**config.mk**
```make
export PLATFORM = sky130hd
export DESIGN_NAME = inv_mix_columns_xor
export DESIGN_NICKNAME = d
export VERILOG_FILES = /design/src/rtl/inv_mix_columns_xor.sv
export SDC_FILE = /design/constraint.sdc
export NUM_CORES = 1
export LEC_CHECK = 0
export CAP_MARGIN = 20
export CORE_ASPECT_RATIO = 0.7
export CORE_MARGIN = 2
export CORE_UTILIZATION = 54
export DETAILED_ROUTE_END_ITERATION = 16
export GPL_ROUTABILITY_DRIVEN = 0
export HOLD_SLACK_MARGIN = 0.02
export PLACE_DENSITY = 0.85
export SETUP_SLACK_MARGIN = 0.5
export SYNTH_ARGS = -nofsm -noshare
export SYNTH_HDL_FRONTEND = slang
export SYNTH_SLANG_ARGS = --single-unit
```
**constraint.sdc**
```tcl
create_clock -name clk -period 11.41 [get_ports clk]
set_input_delay 2.282 -clock clk [delete_from_list [all_inputs] [get_ports clk]]
set_output_delay 2.282 -clock clk [all_outputs]
set_load 0.02 [all_outputs]
```
**src/rtl/inv_mix_columns_xor.sv**
```systemverilog
// AES decryption round back-end: AddRoundKey then InvMixColumns, with Rcon tag walked backwards.
// Optional sticky illegal-tag detector enabled by defining INV_MIX_RCON_CHECK_EN.
module inv_mix_columns_xor #(
  parameter int unsigned REG_MID = 1
) (
  input  logic         clk,
  input  logic         rst,
  input  logic         in_valid,
  output logic         in_ready,
  input  logic [127:0] state_in,
  input  logic [127:0] key_in,
  input  logic [7:0]   rcon_in,
  input  logic         empty_in,
  output logic         out_valid,
  input  logic         out_ready,
  output logic [127:0] state_out,
  output logic [7:0]   rcon_out,
  output logic         empty,
  output logic         err
);

  function automatic logic [7:0] xtime(input logic [7:0] b);
    return {b[6:0], 1'b0} ^ (b[7] ? 8'h1b : 8'h00);
  endfunction

  function automatic logic [7:0] mul_09(input logic [7:0] b);
    logic [7:0] x2, x4, x8;
    x2 = xtime(b);
    x4 = xtime(x2);
    x8 = xtime(x4);
    return x8 ^ b;
  endfunction

  function automatic logic [7:0] mul_0b(input logic [7:0] b);
    logic [7:0] x2, x4, x8;
    x2 = xtime(b);
    x4 = xtime(x2);
    x8 = xtime(x4);
    return x8 ^ x2 ^ b;
  endfunction

  function automatic logic [7:0] mul_0d(input logic [7:0] b);
    logic [7:0] x2, x4, x8;
    x2 = xtime(b);
    x4 = xtime(x2);
    x8 = xtime(x4);
    return x8 ^ x4 ^ b;
  endfunction

  function automatic logic [7:0] mul_0e(input logic [7:0] b);
    logic [7:0] x2, x4, x8;
    x2 = xtime(b);
    x4 = xtime(x2);
    x8 = xtime(x4);
    return x8 ^ x4 ^ x2;
  endfunction

  // Column word holds a0 in its top byte.
  function automatic logic [31:0] inv_mix_col(input logic [31:0] col);
    logic [7:0] a0, a1, a2, a3;
    logic [7:0] b0, b1, b2, b3;
    a0 = col[31:24];
    a1 = col[23:16];
    a2 = col[15:8];
    a3 = col[7:0];
    b0 = mul_0e(a0) ^ mul_0b(a1) ^ mul_0d(a2) ^ mul_09(a3);
    b1 = mul_09(a0) ^ mul_0e(a1) ^ mul_0b(a2) ^ mul_0d(a3);
    b2 = mul_0d(a0) ^ mul_09(a1) ^ mul_0e(a2) ^ mul_0b(a3);
    b3 = mul_0b(a0) ^ mul_0d(a1) ^ mul_09(a2) ^ mul_0e(a3);
    return {b0, b1, b2, b3};
  endfunction

  function automatic logic [127:0] round_result(input logic [127:0] x, input logic [7:0] rcon);
    logic [127:0] r;
    if (rcon == 8'h00) begin
      r = x;
    end else begin
      for (int c = 0; c < 4; c++) begin
        r[127-32*c -: 32] = inv_mix_col(x[127-32*c -: 32]);
      end
    end
    return r;
  endfunction

  // Inverse xtime; 0x01 and 0x00 both collapse to the K0 tag.
  function automatic logic [7:0] rcon_prev(input logic [7:0] rc);
    logic [7:0] r;
    if (rc == 8'h00 || rc == 8'h01) begin
      r = 8'h00;
    end else if (!rc[0]) begin
      r = rc >> 1;
    end else begin
      r = ((rc ^ 8'h1b) >> 1) | 8'h80;
    end
    return r;
  endfunction

  logic         out_valid_q, out_valid_d;
  logic [127:0] state_out_q, state_out_d;
  logic [7:0]   rcon_out_q, rcon_out_d;
  logic         empty_q, empty_d;
  logic         out_load;

  // Source feeding the output register: mid stage or the raw inputs.
  logic         src_valid;
  logic [127:0] src_x;
  logic [7:0]   src_rcon;
  logic         src_empty;

  assign out_load = !out_valid_q || out_ready;

  if (REG_MID != 0) begin : g_mid
    logic         mid_valid_q, mid_valid_d;
    logic [127:0] mid_x_q, mid_x_d;
    logic [7:0]   mid_rcon_q, mid_rcon_d;
    logic         mid_empty_q, mid_empty_d;
    logic         mid_load;

    assign mid_load = !mid_valid_q || out_load;

    always_comb begin
      mid_valid_d = mid_valid_q;
      mid_x_d     = mid_x_q;
      mid_rcon_d  = mid_rcon_q;
      mid_empty_d = mid_empty_q;
      if (mid_load) begin
        mid_valid_d = in_valid;
        if (in_valid) begin
          mid_x_d     = state_in ^ key_in;
          mid_rcon_d  = rcon_in;
          mid_empty_d = empty_in;
        end
      end
    end

    always_ff @(posedge clk or posedge rst) begin
      if (rst) begin
        mid_valid_q <= 1'b0;
        mid_x_q     <= '0;
        mid_rcon_q  <= '0;
        mid_empty_q <= 1'b1;
      end else begin
        mid_valid_q <= mid_valid_d;
        mid_x_q     <= mid_x_d;
        mid_rcon_q  <= mid_rcon_d;
        mid_empty_q <= mid_empty_d;
      end
    end

    assign in_ready  = mid_load;
    assign src_valid = mid_valid_q;
    assign src_x     = mid_x_q;
    assign src_rcon  = mid_rcon_q;
    assign src_empty = mid_empty_q;
  end else begin : g_direct
    assign in_ready  = out_load;
    assign src_valid = in_valid;
    assign src_x     = state_in ^ key_in;
    assign src_rcon  = rcon_in;
    assign src_empty = empty_in;
  end

  always_comb begin
    out_valid_d = out_valid_q;
    state_out_d = state_out_q;
    rcon_out_d  = rcon_out_q;
    empty_d     = empty_q;
    if (out_load) begin
      out_valid_d = src_valid;
      if (src_valid) begin
        state_out_d = round_result(src_x, src_rcon);
        rcon_out_d  = rcon_prev(src_rcon);
        empty_d     = src_empty;
      end
    end
  end

  always_ff @(posedge clk or posedge rst) begin
    if (rst) begin
      out_valid_q <= 1'b0;
      state_out_q <= '0;
      rcon_out_q  <= '0;
      empty_q     <= 1'b1;
    end else begin
      out_valid_q <= out_valid_d;
      state_out_q <= state_out_d;
      rcon_out_q  <= rcon_out_d;
      empty_q     <= empty_d;
    end
  end

  assign out_valid = out_valid_q;
  assign state_out = state_out_q;
  assign rcon_out  = rcon_out_q;
  assign empty     = empty_q;

`ifdef INV_MIX_RCON_CHECK_EN
  function automatic logic rcon_legal(input logic [7:0] rc);
    logic ok;
    case (rc)
      8'h00, 8'h01, 8'h02, 8'h04, 8'h08, 8'h10,
      8'h20, 8'h40, 8'h80, 8'h1b, 8'h36: ok = 1'b1;
      default:                          ok = 1'b0;
    endcase
    return ok;
  endfunction

  logic err_q, err_d;

  always_comb begin
    err_d = err_q;
    if (in_valid && in_ready && !rcon_legal(rcon_in)) begin
      err_d = 1'b1;
    end
  end

  always_ff @(posedge clk or posedge rst) begin
    if (rst) begin
      err_q <= 1'b0;
    end else begin
      err_q <= err_d;
    end
  end

  assign err = err_q;
`else
  assign err = 1'b0;
`endif

endmodule

```
==> impl_metrics.yaml <==
pwr:
  p_leak_uw: 0.0109
  power.total_uw: 8590
  irDropWorstVdd_mv: 0.133
  powerDensity_mw_per_mm2: 328
clock_network:
  post-cts-setup-buffer-count: 0
  worstSkewPairLatency_ns: 0.58
  cts_resized: 0
  clock-root-buffer: "clkbuf_16"
  cts.path.max_buffers: 3
  clkTransAtPathRegs_ns: 0.06
  ctsHtreeMaxLevel: 1
  tritoncts: "yes"
  ctsHoldBuffers: 0
  clock-sinks: 276
  clock_buffer_count_from_cts: 28
floorplanning:
  fp.dieW_um: 241
  pin_count: 409
  die_h_um: 170
  initial_core_util_pct: 55.0
  placement_rows: 60
  coreArea_sq_mm: 0.0386
  dieArea_sq_mm: 0.0409
route:
  drt_pass1_iterations: 5
  initialDrtViolationCount: 1368
  drc: 0
  routedWlPerCell_um: 19.6
  routed_via_density: 5.41
  num_vias: 16100
  postRouteAntennaNets: 0
  drt-total-wl_um: 58200
synthesis:
  seq_area_frac_synth_pct: 32.6
  synthesis.yosys.warnings: 0
  synth.cell_area_sq_mm: 0.0212
  post_synth_num_cell_types: 38
  number_of_nets_produced_by_synthesis: 2442
  postSynthAreaPerCell_sq_um: 9.77
  post-synth-top-area-cell: "dfrtp_1"
  synth.ff_latch_count: 276
  cell_with_the_most_instances_after_synthesis: "xnor2_1"
  ys_top_cells_by_count: "620 x xnor2_1, 359 x nand2_1, 274 x dfrtp_1"
  largest_cells_by_area_after_synthesis: "dfrtp_1 32%, xnor2_1 26%, xnor3_1 11%"
  synth_edf_count: 0
  ys.flop_type: "dfrtp_1"
  synth_top_area_share_pct: 32.3
  async_reset_ff_share_pct: 100
  synthCells: 2171
sta:
  hold_violations: 0
  timing.max_slew.rel_slack_pct: 36.3
  finalWorstSetupSlack_ns: 5.54
  unrepaired_setup_endpoints_after_global_routing: "no"
  worst-slew-pin-transition_ns: 0.956
  final_critical_path_share_of_the_clock_period_pct: 51.4
  finalCriticalPeriod_ns: 5.87
  final.hold.worst_slack_ns: 0.458
  fmax_mhz: 170
  report.final.slew_viol_count: 0
  setup_violation_total_in_the_final_timing_report: 0
  setup_tns_ns: 0
  finalClockSkew_ns: 0.0238
global_route:
  grt_util_all_layers_pct: 28.6
  global_route_wire_length_before_repair_um: 91300
  grt_start_max_net_pins: 136
  number_of_global_route_vias_before_repair: 16400
  grt_remaining_overflow: 0
  antenna_found_initial: 1
final_layout:
  flow.area_growth_from_synthesis_pct: 23.5
  fin_nets: 2694
  drive_gt1_share_pct: 3.93
  n_fill_cell: 2913
worst_setup_path:
  reg2regPathDepth: 8
  crit_type: "primary input to primary output"
  worst_ep_arrival_time_ns: 3.59
  crit_path_start_kind: "primary input"
  crit_path_end_kind: "primary output"
  critPathMaxFanout: 3
  worst_ep_required_time_ns: 9.13
place:
  placement.io_buffers: 407
  post-dp-hpwl_um: 43000
  detailedPlace.worstSlack_ns: 5.54
hold_path:
  hold_path_depth: 2
  hold_crit_path_type: "flip-flop to flip-flop"
run_status:
  run_status: "finished, final reports clean"
run:
  total_of_max_cap_violations: 0
worst paths after layout:
| check | startpoint | end | slack (ns) |
|---|---|---|---|
| setup / recovery | out_ready | in_ready | 5.54 |
| hold / removal | empty | empty | 0.46 |
| setup reg to reg | g_mid.mid_rcon_q[6] | state_out[44] | 8.46 |
| hold reg to reg | empty | empty | 0.46 |
| max in group asynchronous | rst | g_mid.mid_x_q[117] | 7.59 |
| min in group asynchronous | rst | g_mid.mid_rcon_q[0] | 2.30 |
stage by stage:
step / std cells / utilization, % / area [sq um]
2_1_floorplan: 2171 / - / 21200
3_3_place_gp: 2920 / 65.4 / 25200
3_5_place_dp: 2920 / 65.4 / 25200
4_1_cts: 2972 / 67.8 / 26200
5_1_grt: 2973 / 67.9 / 26200
6_report: 2973 / 67.9 / 26200
logic make-up (layout without fill, tap and decap cells):
family | Yosys count | after routing | synth area share (%)
DFF | 276 | 276 | 32.6
buffers and inverters | 201 | 475 | 4.02
muxes | 17 | 17 | 0.855
xor gates and xnor gates | 897 | 897 | 46.0
adders and majority gates | 2 | 2 | 0.118
other | 1 | 2 | 0.0177
and+or+nand+nor | 482 | 482 | 8.73
AOI/OAI and AO/OA | 295 | 295 | 7.67
state kept, by name (all words and copies together) (netlist names):
name	cells
empty	1
g_mid.mid_empty_q	1
g_mid.mid_rcon_q	8
g_mid.mid_valid_q	1
g_mid.mid_x_q	128
out_valid	1
rcon_out	8
state_out	128
per-layer routing:
metal	wire length, um	global-route usage [%]	vias to the layer above	part of all wire (%)
met5	0	0	-	0
met4	1870	8.56	0	3.2
met3	4550	4.23	99	7.8
met2	27400	47.2	688	47
met1	24300	39.3	7863	42
li1	-	-	7433	-
worst max-delay path: stages:
cell and delay [ns]:
clkdlybuf4s50_1 0.47, nand3b_1 0.20, clkdlybuf4s50_1 0.64
final cells by class:
cell class	count	area [sq um]	area share (%)
Clock inverter	13	160	0.612
Timing Repair Buffer	418	4160	15.9
Clock buffer	39	802	3.06
Sequential cell	276	6910	26.4
Tap cell	527	659	2.52
Antenna cell	1	2.50	0.00956
Multi-Input combinational cell	1694	13500	51.4
Inverter	5	26.3	0.100
cells in the final DEF (no fill, tap or decap), drive strengths merged:
cell,n
xnor2,631
clkdlybuf4s50,407
nand2,359
dfrtp,274
o21ai,162
xor2,140
xnor3,105
nor2,103
a31oi,84
clkbuf,39
a21oi,31
xor3,21
buf,11
o211ai,9
mux2,9
nand3,8
mux2i,8
clkinv,8
o21a,5
inv,5
and3,4
nand2b,3
bufinv,3
a211oi,2
a21o,2
or3,2
ha,2
clkinvlp,2
dfstp,2
diode,1
and2,1
nand4,1
nand3b,1
conb,1
report_power, final:
group          switching (uW)  internal, uW  total, uW  leakage [uW]
combinational            2770          3130       5900       0.00719
sequential                422          1320       1740       0.00325
clock                     398           559        956      0.000471
No activity file was read; power rests on OpenSTA's default activity.
